<file path="src/rtl/dmem_arbiter_if.sv">
// Bundle of every non-clock/reset signal of dmem_arbiter: the two requester
// ports, their shared response data, the halt request and the memory-side bus.
//  slave  modport : used by the arbiter itself
//  master modport : used by whoever drives requests and models the memory
interface dmem_arbiter_if #(
    parameter int ADDR_W = 32,
    parameter int BLK_W  = 128
);
    logic              req0_valid;
    logic              req0_we;
    logic [ADDR_W-1:0] req0_addr;
    logic [BLK_W-1:0]  req0_wdata;
    logic              req0_ready;
    logic              rsp0_valid;
    logic              req1_valid;
    logic              req1_we;
    logic [ADDR_W-1:0] req1_addr;
    logic [BLK_W-1:0]  req1_wdata;
    logic              req1_ready;
    logic              rsp1_valid;
    logic [BLK_W-1:0]  rsp_data1;
    logic [BLK_W-1:0]  rsp_data2;
    logic              halt_req;
    logic [ADDR_W-1:0] mem_addr;
    logic [BLK_W-1:0]  mem_wdata;
    logic              mem_readable;
    logic              mem_writable;
    logic [BLK_W-1:0]  mem_out1;
    logic [BLK_W-1:0]  mem_out2;
    logic              mem_flush;

    modport slave (
        input  req0_valid, req0_we, req0_addr, req0_wdata,
        input  req1_valid, req1_we, req1_addr, req1_wdata,
        input  halt_req, mem_out1, mem_out2,
        output req0_ready, rsp0_valid, req1_ready, rsp1_valid,
        output rsp_data1, rsp_data2,
        output mem_addr, mem_wdata, mem_readable, mem_writable, mem_flush
    );

    modport master (
        output req0_valid, req0_we, req0_addr, req0_wdata,
        output req1_valid, req1_we, req1_addr, req1_wdata,
        output halt_req, mem_out1, mem_out2,
        input  req0_ready, rsp0_valid, req1_ready, rsp1_valid,
        input  rsp_data1, rsp_data2,
        input  mem_addr, mem_wdata, mem_readable, mem_writable, mem_flush
    );
endinterface

</file>
<file path="src/rtl/dmem_arbiter.sv">
// Two-requester round-robin arbiter/sequencer in front of the block data memory.
// One access at a time: IDLE (grant) -> SETUP (address out, strobes low) ->
// STROBE (level strobe held MEM_LAT cycles) -> RESP (completion pulse) -> IDLE.
// A halt request parks the block in HALT with the flush strobe held until reset.
// Ports:
//  clk   : rising-edge clock
//  rst_n : asynchronous active-low reset
//  bus   : dmem_arbiter_if.slave (requests, responses, halt, memory bus)
module dmem_arbiter #(
    parameter int ADDR_W  = 32,
    parameter int BLK_W   = 128,
    parameter int MEM_LAT = 2
) (
    input  logic           clk,
    input  logic           rst_n,
    dmem_arbiter_if.slave  bus
);
    typedef enum logic [2:0] {
        ST_IDLE   = 3'd0,
        ST_SETUP  = 3'd1,
        ST_STROBE = 3'd2,
        ST_RESP   = 3'd3,
        ST_HALT   = 3'd4
    } state_t;

    state_t            state_q, state_d;
    logic [3:0]        cnt_q, cnt_d;
    logic              we_q, we_d;
    logic              port_q, port_d;
    logic              last_q, last_d;
    logic              halt_pend_q, halt_pend_d;
    logic [ADDR_W-1:0] addr_q, addr_d;
    logic [BLK_W-1:0]  wdata_q, wdata_d;
    logic [BLK_W-1:0]  data1_q, data1_d;
    logic [BLK_W-1:0]  data2_q, data2_d;

    logic              halt_now_s;
    logic              gnt_v_s;
    logic              gnt_port_s;

    // A halt seen during an access is remembered so it wins in the next IDLE.
    assign halt_now_s = bus.halt_req | halt_pend_q;
    assign gnt_v_s    = (state_q == ST_IDLE) & ~halt_now_s & (bus.req0_valid | bus.req1_valid);
    // On a tie the port that did not win last time is granted.
    assign gnt_port_s = (bus.req0_valid & bus.req1_valid) ? ~last_q : bus.req1_valid;

    assign bus.req0_ready   = gnt_v_s & ~gnt_port_s;
    assign bus.req1_ready   = gnt_v_s &  gnt_port_s;
    assign bus.rsp0_valid   = (state_q == ST_RESP) & ~port_q;
    assign bus.rsp1_valid   = (state_q == ST_RESP) &  port_q;
    assign bus.rsp_data1    = data1_q;
    assign bus.rsp_data2    = data2_q;
    assign bus.mem_addr     = addr_q;
    assign bus.mem_wdata    = wdata_q;
    assign bus.mem_readable = (state_q == ST_STROBE) & ~we_q;
    assign bus.mem_writable = (state_q == ST_STROBE) &  we_q;
    // Flush rises in the very IDLE cycle the halt is taken, then stays high in HALT.
    assign bus.mem_flush    = (state_q == ST_HALT) | ((state_q == ST_IDLE) & halt_now_s);

    // Next-state and datapath-latch logic of the access sequencer.
    always_comb begin
        state_d     = state_q;
        cnt_d       = cnt_q;
        we_d        = we_q;
        port_d      = port_q;
        last_d      = last_q;
        halt_pend_d = halt_pend_q;
        addr_d      = addr_q;
        wdata_d     = wdata_q;
        data1_d     = data1_q;
        data2_d     = data2_q;
        if ((state_q != ST_IDLE) && (state_q != ST_HALT) && bus.halt_req) begin
            halt_pend_d = 1'b1;
        end else begin
            halt_pend_d = halt_pend_q;
        end
        case (state_q)
            ST_IDLE: begin
                if (halt_now_s) begin
                    state_d = ST_HALT;
                end else if (gnt_v_s) begin
                    state_d = ST_SETUP;
                    port_d  = gnt_port_s;
                    last_d  = gnt_port_s;
                    we_d    = gnt_port_s ? bus.req1_we    : bus.req0_we;
                    addr_d  = gnt_port_s ? bus.req1_addr  : bus.req0_addr;
                    wdata_d = gnt_port_s ? bus.req1_wdata : bus.req0_wdata;
                end else begin
                    state_d = ST_IDLE;
                end
            end
            ST_SETUP: begin
                state_d = ST_STROBE;
                cnt_d   = 4'(MEM_LAT - 1);
            end
            ST_STROBE: begin
                if (cnt_q == 4'd0) begin
                    state_d = ST_RESP;
                    if (!we_q) begin
                        data1_d = bus.mem_out1;
                        data2_d = bus.mem_out2;
                    end else begin
                        data1_d = data1_q;
                        data2_d = data2_q;
                    end
                end else begin
                    cnt_d = cnt_q - 4'd1;
                end
            end
            ST_RESP: begin
                state_d = ST_IDLE;
            end
            ST_HALT: begin
                state_d = ST_HALT;
            end
            default: begin
                state_d = ST_IDLE;
            end
        endcase
    end

    // State and latch registers; reset restores port-0 preference on a tie.
    always_ff @(posedge clk or negedge rst_n) begin
        if (!rst_n) begin
            state_q     <= ST_IDLE;
            cnt_q       <= 4'd0;
            we_q        <= 1'b0;
            port_q      <= 1'b0;
            last_q      <= 1'b1;
            halt_pend_q <= 1'b0;
            addr_q      <= '0;
            wdata_q     <= '0;
            data1_q     <= '0;
            data2_q     <= '0;
        end else begin
            state_q     <= state_d;
            cnt_q       <= cnt_d;
            we_q        <= we_d;
            port_q      <= port_d;
            last_q      <= last_d;
            halt_pend_q <= halt_pend_d;
            addr_q      <= addr_d;
            wdata_q     <= wdata_d;
            data1_q     <= data1_d;
            data2_q     <= data2_d;
        end
    end
endmodule
</file>
<file path="src/flat_wrapper.sv">
// flat-port wrapper written by rule: the top's interface ports become plain ports
module dmem_arbiter_flat 
#(
    parameter int ADDR_W  = 32,
    parameter int BLK_W   = 128,
    parameter int MEM_LAT = 2
)
  (clk, rst_n, bus_req0_valid, bus_req0_we, bus_req0_addr, bus_req0_wdata, bus_req1_valid, bus_req1_we, bus_req1_addr, bus_req1_wdata, bus_halt_req, bus_mem_out1, bus_mem_out2, bus_req0_ready, bus_rsp0_valid, bus_req1_ready, bus_rsp1_valid, bus_rsp_data1, bus_rsp_data2, bus_mem_addr, bus_mem_wdata, bus_mem_readable, bus_mem_writable, bus_mem_flush);
  dmem_arbiter_if #(.ADDR_W(ADDR_W), .BLK_W(BLK_W)) bus_i ();
  input  logic clk;
  input  logic rst_n;
  input wire logic [$bits(bus_i.req0_valid)-1:0] bus_req0_valid;
  input wire logic [$bits(bus_i.req0_we)-1:0] bus_req0_we;
  input wire logic [$bits(bus_i.req0_addr)-1:0] bus_req0_addr;
  input wire logic [$bits(bus_i.req0_wdata)-1:0] bus_req0_wdata;
  input wire logic [$bits(bus_i.req1_valid)-1:0] bus_req1_valid;
  input wire logic [$bits(bus_i.req1_we)-1:0] bus_req1_we;
  input wire logic [$bits(bus_i.req1_addr)-1:0] bus_req1_addr;
  input wire logic [$bits(bus_i.req1_wdata)-1:0] bus_req1_wdata;
  input wire logic [$bits(bus_i.halt_req)-1:0] bus_halt_req;
  input wire logic [$bits(bus_i.mem_out1)-1:0] bus_mem_out1;
  input wire logic [$bits(bus_i.mem_out2)-1:0] bus_mem_out2;
  output wire logic [$bits(bus_i.req0_ready)-1:0] bus_req0_ready;
  output wire logic [$bits(bus_i.rsp0_valid)-1:0] bus_rsp0_valid;
  output wire logic [$bits(bus_i.req1_ready)-1:0] bus_req1_ready;
  output wire logic [$bits(bus_i.rsp1_valid)-1:0] bus_rsp1_valid;
  output wire logic [$bits(bus_i.rsp_data1)-1:0] bus_rsp_data1;
  output wire logic [$bits(bus_i.rsp_data2)-1:0] bus_rsp_data2;
  output wire logic [$bits(bus_i.mem_addr)-1:0] bus_mem_addr;
  output wire logic [$bits(bus_i.mem_wdata)-1:0] bus_mem_wdata;
  output wire logic [$bits(bus_i.mem_readable)-1:0] bus_mem_readable;
  output wire logic [$bits(bus_i.mem_writable)-1:0] bus_mem_writable;
  output wire logic [$bits(bus_i.mem_flush)-1:0] bus_mem_flush;
  assign bus_i.req0_valid = bus_req0_valid;
  assign bus_i.req0_we = bus_req0_we;
  assign bus_i.req0_addr = bus_req0_addr;
  assign bus_i.req0_wdata = bus_req0_wdata;
  assign bus_i.req1_valid = bus_req1_valid;
  assign bus_i.req1_we = bus_req1_we;
  assign bus_i.req1_addr = bus_req1_addr;
  assign bus_i.req1_wdata = bus_req1_wdata;
  assign bus_i.halt_req = bus_halt_req;
  assign bus_i.mem_out1 = bus_mem_out1;
  assign bus_i.mem_out2 = bus_mem_out2;
  assign bus_req0_ready = bus_i.req0_ready;
  assign bus_rsp0_valid = bus_i.rsp0_valid;
  assign bus_req1_ready = bus_i.req1_ready;
  assign bus_rsp1_valid = bus_i.rsp1_valid;
  assign bus_rsp_data1 = bus_i.rsp_data1;
  assign bus_rsp_data2 = bus_i.rsp_data2;
  assign bus_mem_addr = bus_i.mem_addr;
  assign bus_mem_wdata = bus_i.mem_wdata;
  assign bus_mem_readable = bus_i.mem_readable;
  assign bus_mem_writable = bus_i.mem_writable;
  assign bus_mem_flush = bus_i.mem_flush;
  dmem_arbiter #(.ADDR_W(ADDR_W), .BLK_W(BLK_W), .MEM_LAT(MEM_LAT)) u_core (.clk(clk), .rst_n(rst_n), .bus(bus_i));
endmodule
</file>
<file path="config.mk">
export PLATFORM = sky130hd
export DESIGN_NAME = dmem_arbiter_flat
export DESIGN_NICKNAME = d
export VERILOG_FILES = /design/src/rtl/dmem_arbiter_if.sv /design/src/rtl/dmem_arbiter.sv /design/src/flat_wrapper.sv
export SDC_FILE = /design/constraint.sdc
export NUM_CORES = 1
export LEC_CHECK = 0
export CAP_MARGIN = 20
export CORE_AREA = 5 5 384 386
export CTS_CLUSTER_DIAMETER = 100
export CTS_CLUSTER_SIZE = 14
export DETAILED_ROUTE_END_ITERATION = 7
export DIE_AREA = 0 0 389 391
export GPL_TIMING_DRIVEN = 0
export SYNTH_ARGS = -nofsm -noshare
export SYNTH_HDL_FRONTEND = slang
export SYNTH_SLANG_ARGS = --single-unit
</file>
<file path="constraint.sdc">
create_clock -name clk -period 2 [get_ports clk]
set_input_delay 0.3 -clock clk [delete_from_list [all_inputs] [get_ports clk]]
set_output_delay 0.3 -clock clk [all_outputs]
set_load 0.005 [all_outputs]
</file>
Word-level counts from Yosys, hierarchy flattened
Cells that the tools add are included.

storage, ports and cells
  output and inout port bits = 423
  word-level logic and storage cells = 55
  flip-flop bits (word level) = 427

operators by class
  reductions and logical operators = 9
  equality and inequality tests = 7
  multiplexer cells = 10
  bitwise logic cells = 18
  add/subtract/negate cells = 1

operators with widths
  cell                                                  count
  2-to-1 mux 128 bit                                    1
  2-to-1 mux 32 bit                                     1
  one-hot mux 3 bit (4 select lines)                    1
  AND 1 bit                                             10
  one-hot mux 4 bit (2 select lines)                    1
  equality test 3 x 2 -> 1 bit (second input constant)  2
  2-to-1 mux 3 bit                                      2
  AND reduction 3 bit                                   2
  inverter 1 bit                                        5
  logical NOT 4 bit                                     1
  2-to-1 mux 4 bit                                      1
  != test 2 bit (second input constant)                 2
  subtractor 4 x 1 -> 4 bit (second input constant)     1
  equality test 3 x 1 -> 1 bit (second input constant)  1
  equality test 3 bit (second input constant)           1
  logical NOT 3 bit                                     1
  2-to-1 mux 1 bit                                      3
  != test 3 bit (second input constant)                 1
  bitwise OR 1 bit                                      3
  nonzero test 3 bit                                    1
  logical AND 1 bit                                     2
  AND reduction 2 bit                                   1
  nonzero test 2 bit                                    1

Longest topological paths before layout
Gate-level depths: netlist of run 1.

  depth in word-level cells = 7
  mapped depth = 7

Worst setup path before layout of run 1
OpenSTA, ideal clock, no wires.

  path kind = register -> register
  start = reg u_core.cnt_q[0]
  end = reg u_core.data2_q[100] (netlist: u_core.bus.rsp_data2[100])
  stages on the path, launching flop included = 8
  setup time = 0.128 ns
  required time = 1.872 ns
  buffers on the path = 2
  data arrival time = 1.710 ns
  period minus slack after synthesis = 1.837 ns
  path slack = 0.163 ns
  cell sequence = dfrtp_1 inv_1 ha_1 nor3b_1 nand2_1 buf_2 buf_2 mux2_1

between the ends
  longest elaborated chain between the ends = 2

RTL lines
  item                                  RTL line             source
  start, declared                       dmem_arbiter.sv:27   logic [3:0] cnt_q, cnt_d;
  start signal, assigned                dmem_arbiter.sv:137  cnt_q <= cnt_d;
  logical NOT 4 bit                     dmem_arbiter.sv:97   if (cnt_q == 4'd0) begin
  AND reduction 3 bit (no source line)  --
  end signal, assigned                  dmem_arbiter.sv:145  data2_q <= data2_d;
  end, declared                         dmem_arbiter.sv:35   logic [BLK_W-1:0] data2_q, data2_d;

Every way passes these cells.
A chain may end at the register's enable or synchronous reset.

Worst setup path in the final report of run 1
  start = reg u_core.state_q[0]
  end = out bus_req1_ready

between the ends
  longest elaborated chain between the ends = 4

RTL lines
  item                     RTL line             source
  start, declared          dmem_arbiter.sv:26   state_t state_q, state_d;
  start signal, assigned   dmem_arbiter.sv:136  state_q <= state_d;
  logical NOT 3 bit        dmem_arbiter.sv:43   assign gnt_v_s = (state_q == ST_IDLE) & ~halt_now_s & (bus.req0_valid | bus.req1_valid);
  AND 1 bit (2 in series)  dmem_arbiter.sv:43
  AND 1 bit                dmem_arbiter.sv:48   assign bus.req1_ready = gnt_v_s & gnt_port_s;
  end, declared            flat_wrapper.sv:25   output wire logic [$bits(bus_i.req1_ready)-1:0] bus_req1_ready;

Every way passes these cells.

==> results of run 1 <==
sequential cells by signal (all words and copies together) (netlist names):
| name | cells |
|---|---|
| u_core.last_q | 1 |
| u_core.bus.rsp_data2 | 128 |
| u_core.bus.rsp_data1 | 128 |
| u_core.bus.mem_wdata | 128 |
| u_core.cnt_q | 4 |
| u_core.halt_pend_q | 1 |
| u_core.bus.mem_addr | 32 |
| u_core.state_q | 3 |
| u_core.we_q | 1 |
| u_core.port_q | 1 |
cell usage after synthesis (all sizes together):
cell | n | share of area [%]
mux2 | 580 | 36
dfrtp | 426 | 59
buf | 62 | 2.6
nor2 | 7 | 0.15
clkbuf | 5 | 0.10
inv | 4 | 0.083
nand2 | 3 | 0.062
nor2b | 3 | 0.10
or2 | 3 | 0.10
a21oi | 2 | 0.055
a31oi | 2 | 0.069
and3 | 2 | 0.069
ha | 2 | 0.14
nand3 | 2 | 0.055
nor3b | 2 | 0.083
nor4b | 2 | 0.18
o21ai | 2 | 0.055
a21boi | 1 | 0.042
a21o | 1 | 0.042
a22o | 1 | 0.049
a2bb2oi | 1 | 0.049
a32oi | 1 | 0.049
and2 | 1 | 0.035
dfstp | 1 | 0.15
nor3 | 1 | 0.028
nor4 | 1 | 0.12
o2bb2ai | 1 | 0.049
o311ai | 1 | 0.049
o31ai | 1 | 0.042
or3 | 1 | 0.035
or3b | 1 | 0.049
xnor2 | 1 | 0.049
area by class of cell:
type	count	area (um^2)	area share [%]
Antenna cell	7	17.5	0.0511
Buffer	62	900	2.63
Clock buffer	44	1020	2.96
Clock inverter	8	116	0.340
Inverter	4	15.0	0.0438
Multi-Input combinational cell	626	7440	21.7
Sequential cell	427	10700	31.2
Tap cell	1903	2380	6.95
Timing Repair Buffer	1092	11700	34.1
logic make-up after synthesis:
logic type / share of synthesized area [%]
flip-flops: 59.2
AND/OR/NAND/NOR: 1.07
XOR/XNOR: 0.0486
buffers and inverters: 2.75
multiplexers: 36.2
AO/OA/AOI/OAI: 0.548
adder cells (fa/ha/maj): 0.139
power by group through the flow:
stage | sequential, uW | combinational [uW] | clock [uW]
final | 10700 | 6930 | 7520
after global routing | 10900 | 7300 | 8110
after CTS | 10700 | 6860 | 7860
after detailed placement | 10800 | 6670 | 0
after global placement | 10800 | 6610 | 0
after floorplan | 10800 | 1550 | 0
metrics by stage:
stage / hold WS (ns) / instance area (um^2) / cells / TNS (ns) / util, %
after global placement: 0.431 / 30500 / 4032 / -9025.21 / 21.3
after floorplan: 0.00441 / 18000 / 1124 / 0 / -
after global routing: 0.212 / 34300 / 4167 / -50.55 / 23.9
final: 0.206 / 34300 / 4173 / -39.69 / 23.9
after detailed placement: 0.242 / 30600 / 4037 / -380.32 / 21.4
after CTS: 0.155 / 33100 / 4130 / -15.18 / 23.1
worst reg2reg max path: stages, from the launching register on:
cell       delay [ns]
dfrtp_1          0.41
or2_4            0.27
nor4_4           0.35
buf_4            0.19
buf_8            0.13
buf_12           0.14
buf_12           0.15
clkbuf_16        0.18
mux2_4           0.30
path summary, 6_finish.rpt:
path	from	to	slack (ns)	cells after the start
worst max register to register	u_core.state_q[0]$_DFFE_PN0P_	u_core.bus.mem_wdata[67]$_DFFE_PN0P_	-0.25	8
max in group asynchronous	rst_n	u_core.bus.rsp_data2[4]$_DFFE_PN0P_	0.28	4
min in group clk	bus_mem_out2[107]	u_core.bus.rsp_data2[107]$_DFFE_PN0P_	0.30	2
worst max-delay path	u_core.state_q[0]$_DFFE_PN0P_	bus_req1_ready	-0.50	6
worst min register to register	u_core.bus.mem_wdata[87]$_DFFE_PN0P_	u_core.bus.mem_wdata[87]$_DFFE_PN0P_	0.49	1
worst min-delay path	rst_n	u_core.cnt_q[3]$_DFFE_PN0P_	0.21	2
timing repair:
action | 4_1_cts | 5_1_grt
endpoints found under the setup margin | 451 | 417
pin swaps | 7 | 5
hold endpoints to repair | 47 | 0
hold buffers | 1 | 0
cloned | 18 | 19
resized for setup | 232 | 145
buffers inserted | 23 | 22
metal layers:
metal	wire (um)	vias to the layer above	part of all wire [%]	track usage, %
met1	46500	7516	40	16.9
met5	367	-	0.32	0
met2	55300	694	48	23.5
met3	11000	189	9.5	5.78
met4	2510	52	2.2	2.96
li1	-	6299	-	-
==> results by group, run 1 <==
Outcome
  • Failing checks: setup timing
  • Status: complete, but fails checks

Run
  • Max_cap viols: 0

Critical path
  • Critical Path Start Type: flip-flop
  • CP Capture Type: output port
  • Buf/Inv on CP: 3
  • Worst Path Arrival: 2.20 ns
  • Critical setup path kind: flip-flop to output port
  • CP max-delay cell: dfrtp_1
  • Cell chain of the critical path: or2_4, nor4_4, buf_6, buf_12, and2_4, buf_6
  • CP peak stage delay: 0.41 ns
  • Worst EP required: 1.70 ns
  • CP dominant cell by count: buf_6
  • Largest delay share family, worst path: simple AND/OR/NAND/NOR gates
  • CP Max Fanout: 4

Drt
  • Drt first pass iters: 5
  • Routed WL per cell: 27.7 um
  • Post-route ant nets: 0
  • Residual DRC: 0
  • Vias: 14.8k
  • Via-to-Cell Ratio: 3.53
  • DRT iter0 DRCs: 540
  • DRT Wirelength: 116,000 um

Power
  • Sequential share of power: 42.6%
  • Switching pwr: 6880 uW
  • Peak supply drop: 619 uV
  • Total power: 25,200 uW
  • Combinational share of power: 27.5%
  • Power per cell area: 734 nW/um^2
  • Internal Power: 18,300 uW
  • Pleak: 0.0139 uW
  • Clock power share: 29.9%
  • Sw Ratio: 27.3%

Clocking
  • Clock-pin slew on the worst setup and hold paths: 0.07 ns
  • CTS Buffer Depth: 3
  • CTS Root Cell: clkbuf_16
  • H-tree lvl count: 2
  • CTS tree: yes
  • Clock sinks: 427
  • CTS buffer count: 39
  • Clk_lat worst skew: 0.62 ns

Synthesis
  • Synthesized Nets: 1,709
  • Ys Warns: 0
  • Mapped cell area: 18,000 um^2
  • Sequential area share after synthesis: 59.2%
  • Synth unique cells: 38
  • Syn_area_per_cell: 16.0 um^2
  • Synth Register Bits: 427
  • Synth Instances: 1,124

STA
  • Tcrit/Tclk final: 125%
  • Max_slew headroom: 56.5%
  • Final setup vio count: 346
  • Fmax: 399 MHz
  • Clk_skew: 0.0196 ns
  • RSZ-0062 raised after global routing: true
  • Fin. Hold Viols: 0
  • Final slew viol count: 0
  • Worst Max-Slew Pin Slew: 0.652 ns
  • Fin crit period: 2.50 ns
  • Final setup margin: -0.505 ns

GRT
  • Vias in the first global route: 15.2k
  • Total GRT Usage: 14.0%
  • Largest net degree at the start of global routing: 102
  • Antenna violations before repair: 86
  • Remaining Overflow, GRT: 0
  • First-pass GRT wire length: 145,000 um

Floorplan
  • Rows: 139
  • DIE HEIGHT: 391 um
  • Core Area: 143,000 um^2
  • Num ports: 1,006
  • Initial Util: 12.6%
  • Die width: 389 um
  • Die footprint: 152,000 um^2

Final layout
  • Nets@finish: 2,837
  • Commonest non-fill, non-tap cells in the layout: 982 x clkdlybuf4s50_1, 428 x mux2_2, 424 x dfrtp_1
  • Synthesis-to-layout area growth: 90.0%
  • Most common cell after layout, fill and taps aside: clkdlybuf4s50_1
  • Fill cells: 15.1k
  • Layout cells sized above 1: 34.6%

Placement
  • Post-DP HPWL: 95,300 um
  • Placement Setup Slack: -1.35 ns
  • Final GP Congestion: 0.859
  • Port Buffers: 1,005

Min path
  • Worst hold-check path type: input pin to asynchronous set/reset pin
(Power assumes the default switching activity.)
==> run 2, diff against run 1 <==
--- a/config.mk
+++ b/config.mk
@@ -5,7 +5,7 @@
 export SDC_FILE = /design/constraint.sdc
 export NUM_CORES = 1
 export LEC_CHECK = 0
-export CAP_MARGIN = 20
+export CAP_MARGIN = 30
 export CORE_AREA = 5 5 384 386
 export CTS_CLUSTER_DIAMETER = 100
 export CTS_CLUSTER_SIZE = 14
==> results of run 2 <==
Same layout as run 1: the final DEF is identical, and so are final timing and power.
